[src/rtl/core5_cpu_1_oci_dct_packer_if.sv]
// ============================================================================
// core5_cpu_1_oci_dct_packer_if : trace-symbol, live-buffer and frame signal bundle
// Revision: 1.0
// ============================================================================
`default_nettype none

interface core5_cpu_1_oci_dct_packer_if #(
    parameter int SLOT_W = 2,
    parameter int SLOTS  = 15
);
    localparam int BUF_W = SLOT_W * SLOTS;

    logic              sym_valid;
    logic [SLOT_W-1:0] sym_data;
    logic              test_ending;
    logic              frame_ready;

    logic [BUF_W-1:0]  dct_buffer;
    logic [3:0]        dct_count;
    logic              frame_valid;
    logic [BUF_W-1:0]  frame_data;
    logic [3:0]        frame_count;
    logic              overflow;
    logic              test_has_ended;
    logic [7:0]        drop_count;

    modport master (
        output sym_valid, sym_data, test_ending, frame_ready,
        input  dct_buffer, dct_count, frame_valid, frame_data, frame_count,
               overflow, test_has_ended, drop_count
    );

    modport slave (
        input  sym_valid, sym_data, test_ending, frame_ready,
        output dct_buffer, dct_count, frame_valid, frame_data, frame_count,
               overflow, test_has_ended, drop_count
    );
endinterface

`default_nettype wire

[src/rtl/core5_cpu_1_oci_dct_packer.sv]
// ============================================================================
// core5_cpu_1_oci_dct_packer : packs 2-bit trace symbols into 30-bit frames
// with a one-deep valid/ready frame register and a RUN/FLUSH/DONE flush FSM.
// Optional feature macro: CORE5_DCT_DROP_COUNT_EN (saturating drop counter).
// Revision: 1.0
// ============================================================================
`default_nettype none

module core5_cpu_1_oci_dct_packer #(
    parameter int SLOT_W = 2,
    parameter int SLOTS  = 15
) (
    input  wire logic                      clk,
    input  wire logic                      rst_n,
    core5_cpu_1_oci_dct_packer_if.slave    dct_if
);
    localparam int         BUF_W    = SLOT_W * SLOTS;
    localparam logic [3:0] FULL_CNT = 4'(SLOTS);

    typedef enum logic [1:0] {
        ST_RUN   = 2'd0,
        ST_FLUSH = 2'd1,
        ST_DONE  = 2'd2
    } state_e;

    state_e             state_q,  state_d;
    logic [BUF_W-1:0]   buf_q,    buf_d;
    logic [3:0]         cnt_q,    cnt_d;
    logic               fvalid_q, fvalid_d;
    logic [BUF_W-1:0]   fdata_q,  fdata_d;
    logic [3:0]         fcnt_q,   fcnt_d;
    logic               ovf_q,    ovf_d;
    logic               ended_q,  ended_d;

    logic               frame_free;
    logic               xfer;
    logic               accept;
    logic               drop;
    logic [3:0]         slot;

    always_ff @(posedge clk or negedge rst_n) begin
        if (!rst_n) begin
            state_q  <= ST_RUN;
            buf_q    <= '0;
            cnt_q    <= '0;
            fvalid_q <= 1'b0;
            fdata_q  <= '0;
            fcnt_q   <= '0;
            ovf_q    <= 1'b0;
            ended_q  <= 1'b0;
        end else begin
            state_q  <= state_d;
            buf_q    <= buf_d;
            cnt_q    <= cnt_d;
            fvalid_q <= fvalid_d;
            fdata_q  <= fdata_d;
            fcnt_q   <= fcnt_d;
            ovf_q    <= ovf_d;
            ended_q  <= ended_d;
        end
    end

    always_comb begin
        state_d    = state_q;
        buf_d      = buf_q;
        cnt_d      = cnt_q;
        fvalid_d   = fvalid_q;
        fdata_d    = fdata_q;
        fcnt_d     = fcnt_q;
        ovf_d      = ovf_q;
        ended_d    = ended_q;
        frame_free = !fvalid_q || dct_if.frame_ready;
        xfer       = 1'b0;
        accept     = 1'b0;
        drop       = 1'b0;

        case (state_q)
            ST_RUN: begin
                xfer   = frame_free && (cnt_q == FULL_CNT);
                // A full buffer only takes a new symbol when it empties this same cycle.
                accept = dct_if.sym_valid && ((cnt_q != FULL_CNT) || xfer);
                drop   = dct_if.sym_valid && !accept;
                if (dct_if.test_ending) begin
                    state_d = ST_FLUSH;
                end
            end
            ST_FLUSH: begin
                xfer = frame_free && (cnt_q != 4'd0);
                if ((cnt_q == 4'd0) && !fvalid_q) begin
                    state_d = ST_DONE;
                    ended_d = 1'b1;
                end
            end
            ST_DONE: begin
                ended_d = 1'b1;
            end
            default: begin
                state_d = ST_RUN;
            end
        endcase

        if (fvalid_q && dct_if.frame_ready) begin
            fvalid_d = 1'b0;
        end

        if (xfer) begin
            fvalid_d = 1'b1;
            fdata_d  = buf_q;
            fcnt_d   = cnt_q;
            buf_d    = '0;
            cnt_d    = '0;
        end

        slot = xfer ? 4'd0 : cnt_q;
        if (accept) begin
            for (int n = 0; n < SLOTS; n++) begin
                if (slot == 4'(n)) begin
                    buf_d[n*SLOT_W +: SLOT_W] = dct_if.sym_data;
                end
            end
            cnt_d = slot + 4'd1;
        end

        if (drop) begin
            ovf_d = 1'b1;
        end
    end

`ifdef CORE5_DCT_DROP_COUNT_EN
    logic [7:0] drop_cnt_q;

    always_ff @(posedge clk or negedge rst_n) begin
        if (!rst_n) begin
            drop_cnt_q <= '0;
        end else if (drop && (drop_cnt_q != 8'hFF)) begin
            drop_cnt_q <= drop_cnt_q + 8'd1;
        end
    end

    assign dct_if.drop_count = drop_cnt_q;
`else
    assign dct_if.drop_count = '0;
`endif

    assign dct_if.dct_buffer     = buf_q;
    assign dct_if.dct_count      = cnt_q;
    assign dct_if.frame_valid    = fvalid_q;
    assign dct_if.frame_data     = fdata_q;
    assign dct_if.frame_count    = fcnt_q;
    assign dct_if.overflow       = ovf_q;
    assign dct_if.test_has_ended = ended_q;

endmodule

`default_nettype wire

[src/flat_wrapper.sv]
// flat-port wrapper written by rule: the top's interface ports become plain ports
module core5_cpu_1_oci_dct_packer_flat 
#(
    parameter int SLOT_W = 2,
    parameter int SLOTS  = 15
)
  (clk, rst_n, dct_if_sym_valid, dct_if_sym_data, dct_if_test_ending, dct_if_frame_ready, dct_if_dct_buffer, dct_if_dct_count, dct_if_frame_valid, dct_if_frame_data, dct_if_frame_count, dct_if_overflow, dct_if_test_has_ended, dct_if_drop_count);
  core5_cpu_1_oci_dct_packer_if #(.SLOT_W(SLOT_W), .SLOTS(SLOTS)) dct_if_i ();
  input  wire logic clk;
  input  wire logic rst_n;
  input wire logic [$bits(dct_if_i.sym_valid)-1:0] dct_if_sym_valid;
  input wire logic [$bits(dct_if_i.sym_data)-1:0] dct_if_sym_data;
  input wire logic [$bits(dct_if_i.test_ending)-1:0] dct_if_test_ending;
  input wire logic [$bits(dct_if_i.frame_ready)-1:0] dct_if_frame_ready;
  output wire logic [$bits(dct_if_i.dct_buffer)-1:0] dct_if_dct_buffer;
  output wire logic [$bits(dct_if_i.dct_count)-1:0] dct_if_dct_count;
  output wire logic [$bits(dct_if_i.frame_valid)-1:0] dct_if_frame_valid;
  output wire logic [$bits(dct_if_i.frame_data)-1:0] dct_if_frame_data;
  output wire logic [$bits(dct_if_i.frame_count)-1:0] dct_if_frame_count;
  output wire logic [$bits(dct_if_i.overflow)-1:0] dct_if_overflow;
  output wire logic [$bits(dct_if_i.test_has_ended)-1:0] dct_if_test_has_ended;
  output wire logic [$bits(dct_if_i.drop_count)-1:0] dct_if_drop_count;
  assign dct_if_i.sym_valid = dct_if_sym_valid;
  assign dct_if_i.sym_data = dct_if_sym_data;
  assign dct_if_i.test_ending = dct_if_test_ending;
  assign dct_if_i.frame_ready = dct_if_frame_ready;
  assign dct_if_dct_buffer = dct_if_i.dct_buffer;
  assign dct_if_dct_count = dct_if_i.dct_count;
  assign dct_if_frame_valid = dct_if_i.frame_valid;
  assign dct_if_frame_data = dct_if_i.frame_data;
  assign dct_if_frame_count = dct_if_i.frame_count;
  assign dct_if_overflow = dct_if_i.overflow;
  assign dct_if_test_has_ended = dct_if_i.test_has_ended;
  assign dct_if_drop_count = dct_if_i.drop_count;
  core5_cpu_1_oci_dct_packer #(.SLOT_W(SLOT_W), .SLOTS(SLOTS)) u_core (.clk(clk), .rst_n(rst_n), .dct_if(dct_if_i));
endmodule
[config.mk]
export PLATFORM = sky130hd
export DESIGN_NAME = core5_cpu_1_oci_dct_packer_flat
export DESIGN_NICKNAME = d
export VERILOG_FILES = /design/src/rtl/core5_cpu_1_oci_dct_packer_if.sv /design/src/rtl/core5_cpu_1_oci_dct_packer.sv /design/src/flat_wrapper.sv
export SDC_FILE = /design/constraint.sdc
export NUM_CORES = 1
export LEC_CHECK = 0
export CAP_MARGIN = 25
export CORE_ASPECT_RATIO = 2
export CORE_MARGIN = 3
export CORE_UTILIZATION = 48
export DETAILED_ROUTE_END_ITERATION = 7
export PLACE_DENSITY_LB_ADDON = 0.3
export SLEW_MARGIN = 20
export SYNTH_ARGS = -nofsm -noshare
export SYNTH_HDL_FRONTEND = slang
export SYNTH_SLANG_ARGS = --single-unit
[constraint.sdc]
create_clock -name clk -period 2.2 [get_ports clk]
set_input_delay 0.33 -clock clk [delete_from_list [all_inputs] [get_ports clk]]
set_output_delay 0.33 -clock clk [all_outputs]
set_load 0.02 [all_outputs]
* Word level (Yosys, flattened, before mapping)
Index checks and enable logic that the tools add are counted.
** Operators by class
- Add/sub/neg operators :: 1
- Eq/ne operators :: 20
- Muxes and demuxes :: 29
- Bitwise operators :: 1
- Reduce and logical (&&, ||, !) cells :: 18
** Operators by type and width (number)
- 30-bit two-way mux :: 2
- 2-bit two-way mux :: 17
- 4-bit equality test, second input constant :: 8
- 4-bit by 3-bit equality test with 1-bit output, second input constant :: 4
- 4-bit by 2-bit equality test with 1-bit output, second input constant :: 2
- 4-bit logical NOT :: 2
- 4-bit two-way mux :: 2
- 1-bit logical AND :: 6
- 2-bit one-hot mux with 3 select lines :: 1
- 1-bit two-way mux :: 5
- 4-bit by 1-bit adder with 4-bit output, second input constant :: 1
- 4-bit by 1-bit equality test with 1-bit output, second input constant :: 1
- 4-bit != test, second input constant :: 1
- 1-bit one-hot mux with 2 select lines :: 2
- 2-bit nonzero test :: 2
- 4-bit nonzero test :: 1
- 3-bit AND reduction :: 1
- 2-bit by 1-bit equality test with 1-bit output, second input constant :: 1
- 2-bit equality test, second input constant :: 1
- 1-bit logical NOT :: 2
- 2-bit logical NOT :: 1
- 1-bit logical OR :: 2
- 2-bit by 1-bit != test with 1-bit output, second input constant :: 1
- 2-bit != test, second input constant :: 1
- 2 further kinds :: 2
** Storage, ports and cells
- Flip-flop bits (word level) :: 73
- Input bits :: 7
- Output and inout port bits :: 79
- Logic and storage cells :: 77

* Longest topological paths before layout
- Depth after elaboration :: 8
- Depth in mapped cells :: 8
- Gate-level depth less buffers :: 4

* Least setup slack after synthesis
Ideal clock, no wire load.
- Path kind :: flip-flop to flip-flop
- Start :: register u_core.cnt_q[3], in the netlist u_core.dct_if.dct_count[3]
- End :: register u_core.fcnt_q[0], in the netlist u_core.dct_if.frame_count[0]
- Setup time :: 0.125 ns
- Data arrival time :: 1.649 ns
- Required time :: 2.075 ns
- Path slack :: 0.425 ns
- Cell stages (with the launch flop) :: 8
- Path buffers :: 3
- Period minus slack after synthesis :: 1.775 ns
- Cells stage by stage :: dfrtp_1 > buf_6 > o31a_1 > a21oi_4 > nor2_1 > buf_6 > buf_6 > mux2_4
** On the way
- Cells in the longest elaborated chain, start to end :: 3
- Elaborated cells on any way between the ends :: 5
- Classes of those cells :: 1 x eq/ne; 1 x mux; 3 x reduce/logical
** RTL lines
- start: declaration :: RTL line core5_cpu_1_oci_dct_packer.sv:28 : logic [3:0] cnt_q, cnt_d;
- start signal: assignment :: RTL line core5_cpu_1_oci_dct_packer.sv:54 : cnt_q <= cnt_d;
- 4-bit equality test / 4-bit nonzero test (equally long branches) :: RTL line core5_cpu_1_oci_dct_packer.sv:79, core5_cpu_1_oci_dct_packer.sv:88
- 1-bit logical AND (on tied branches) :: RTL line core5_cpu_1_oci_dct_packer.sv:79, core5_cpu_1_oci_dct_packer.sv:88
- 1-bit one-hot mux with 2 select lines * :: RTL line core5_cpu_1_oci_dct_packer.sv:77 : case (state_q)
- end signal: assignment :: RTL line core5_cpu_1_oci_dct_packer.sv:57 : fcnt_q <= fcnt_d;
- end: declaration :: RTL line core5_cpu_1_oci_dct_packer.sv:31 : logic [3:0] fcnt_q, fcnt_d;
Mark *: on every way between the ends. The rest lies on a longest branch, timed or not.
A chain may end at the register's enable or synchronous reset.

* Worst setup path in the final report
- Start :: register u_core.cnt_q[0], in the netlist u_core.dct_if.dct_count[0]
- End :: output port dct_if_dct_count[0]
** RTL lines
- end: declaration :: RTL line flat_wrapper.sv:16 : output wire logic [$bits(dct_if_i.dct_count)-1:0] dct_if_dct_count;
No word-level cell between the ends.

==> reports/results.ini <==
[clock_network]
numCtsBuffers = 9
cts_setup_buffers = 0
h-tree-depth = 3
path_clk_slew_ns = 0.05
clockRootBuffer = clkbuf_16
clkLatencyLatePin_ns = 0.33
cts_sinks = 73
cts_max_path_buffers = 2
cts_tree = yes

[floorplanning]
die-area_sq_um = 7790
ios = 86
coreArea_sq_um = 6410
num_rows = 41
dieHeight_um = 122
initial_core_util_pct = 50.3
die_w_um = 63.9

[sta]
setup-violations-final = 0
drv_slew = 0
rsz0062_at_grt = false
fin_setup_tns_ns = 0
fin_ws_ns = 0.252
fmax_ghz = 0.513
fin_skew_ns = 0.00435
holdWs_ns = 0.467
finalHoldViolations = 0
fin_crit_ns = 1.95
worst_pin_slew_ns = 0.588
slew_headroom_pct = 60.7
min_period_over_period_pct = 88.5

[setup_path]
rr_startpoint = u_core.dct_if.dct_count[0]
critPathMaxStageDelay_ns = 0.69
r2r_slack_ns = 0.36
critPathTopFamily = buffers and inverters
crit_buf_inv = 1
crit_required_ns = 1.87
cp_data_arrival_time_ns = 1.62
reg2regPathDepth = 5
slowest_stage = clkdlybuf4s50_1
path_cells = clkdlybuf4s50_1
rr_endpoint = u_core.dct_if.frame_data[13]
cp-end-kind = output pin
path_class = register to output pin
startpoint_type = register
critical_path_peak_fanout = 14

[drt]
wl_per_cell_um = 16.6
remaining_drc_errors = 0
firstDrtPassIters = 5
initialDrtViolationCount = 151
vias_per_cell = 5.36
drtAntennaViolNets = 0
finalWirelength_mm = 7.14
num_vias = 2303

[finish]
final_util_pct = 68.0
drive_above_1_share_pct = 18.3
fin_area_sq_um = 4360
fin_cells = 430
nets = 346
area_delta_synth_final_pct = 35.4
antenna-diode-count = 0

[grt]
grt_pass1_vias = 2401
grt_overflow = 0
grt_pass1_wl_mm = 11.8
grt_max_degree = 43
antenna_found_initial = 0
grt_usage_pct = 19.7

[place]
port_buffers = 77
place_ws_ns = 0.209
dp_hpwl_mm = 4.96
gp_congestion = 0.879
placed_area_sq_um = 4060
dp_cells = 413

[synth]
async_flop_share_pct = 100
synthTopCellsByArea = dfrtp_1 (57%), mux2_2 (10%), mux2i_1 (7.1%), nor2_1 (2.9%), buf_4 (2.8%)
synth_top_area_cell = dfrtp_1
synth_area_sq_um = 3220
synth_cells = 261
yosysMostFrequentCell = dfrtp_1
synth_area_per_cell_sq_um = 12.3
yosysSeqAreaShare_pct = 56.7
yosysTopAreaCellShare_pct = 56.7
synth_top_flop_cell = dfrtp_1
synth_seq_cells = 73
synth_common_cells = dfrtp_1 (73), mux2_2 (29), nor2_1 (25)
synth_cell_types = 39
synth_enable_flop_cells = 0
yosys_warnings = 0

[hold_path]
hold-path-endpoint = u_core.dct_if.test_has_ended
holdPathStages = 1
hold_path.class = register to register
hold_path.startpoint = u_core.dct_if.test_has_ended

[power_and_ir_drop]
peakVddDrop_mv = 0.607
power_leakage_nw = 2.06
power_density_nw_per_um2 = 1190
p_total_mw = 5.20

[run_status]
status = finished, final reports clean

[run]
maxCapViolCount = 0

routing by layer:
metal  share of wire, %  global-route usage, %  vias up  wire, um
met5                  0                      0        -         0
met4                2.8                   11.0        0       197
met3                5.2                   5.07       15       370
met2                 55                   34.4       84      3940
met1                 37                   21.3     1151      2630
li1                   -                      -     1053         -
flip-flops by register name, summed over array words and instances (netlist names):
name	count
u_core.dct_if.overflow	1
u_core.dct_if.frame_data	30
u_core.dct_if.frame_count	4
u_core.dct_if.test_has_ended	1
u_core.dct_if.dct_count	4
u_core.dct_if.frame_valid	1
u_core.dct_if.dct_buffer	30
u_core.state_q	2
worst max path at each step:
stage                               start                            to  slack, ns  cells past startpoint
3_5_place_dp           dct_if_frame_ready   u_core.dct_if.frame_data[3]       0.21                      6
2_1_floorplan  u_core.dct_if.dct_count[3]  u_core.dct_if.frame_count[0]       0.43                      7
4_1_cts        u_core.dct_if.dct_count[3]           dct_if_dct_count[3]       0.24                      1
3_3_place_gp           dct_if_frame_ready   u_core.dct_if.frame_data[4]       0.24                      6
6_report       u_core.dct_if.dct_count[0]           dct_if_dct_count[0]       0.25                      1
5_1_grt        u_core.dct_if.dct_count[0]           dct_if_dct_count[0]       0.19                      1
area by class of cell:
cell class,count,area [sq um]
clock inverter,5,56.3
fill,477,2050
sequential,73,1830
inverter,3,11.3
tap,86,108
timing repair buffer,86,888
clock buffer,11,233
multi-input combinational,166,1240
cell families (layout without fill, tap and decap cells):
group	after synthesis	in the layout	share of synthesized area, %
AND/OR/NAND/NOR	66	66	10.2
other	1	8	0.116
AO/OA/AOI/OAI	34	34	7.38
flip-flops	73	73	56.7
XOR/XNOR	2	2	0.544
multiplexers	56	56	19.1
buffers and inverters	29	105	5.90
placed cells by master (no fill, tap or decap), types with 2 or more instances in the layout:
cell type / instances
a21oi_1: 10
and2_1: 2
and3_1: 3
buf_12: 4
buf_4: 5
clkbuf_1: 2
clkbuf_16: 9
clkdlybuf4s50_1: 76
clkinv_2: 2
conb_1: 8
dfrtp_1: 73
inv_1: 3
mux2_2: 29
mux2_4: 4
mux2i_1: 23
nand2_1: 9
nand3_1: 8
nand4_1: 7
nor2_1: 24
nor2b_1: 5
o21ai_0: 9
o2bb2ai_1: 2
o31ai_1: 4
timing repair:
| item | in CTS | in global routing |
|---|---|---|
| gates resized for setup | 0 | 0 |
| hold buffers | 1 | 0 |
| hold endpoints to repair | 31 | 0 |
report_power, final:
| part | internal, mW | total (mW) | leakage, nW | switching, mW |
|---|---|---|---|---|
| registers | 1.58 | 1.83 | 0.997 | 0.250 |
| clock network | 0.875 | 1.40 | 0.139 | 0.528 |
| logic | 0.916 | 1.97 | 0.928 | 1.05 |
| total | 3.38 | 5.20 | 2.06 | 1.83 |
Note: power is estimated with default switching activity, not from simulation.
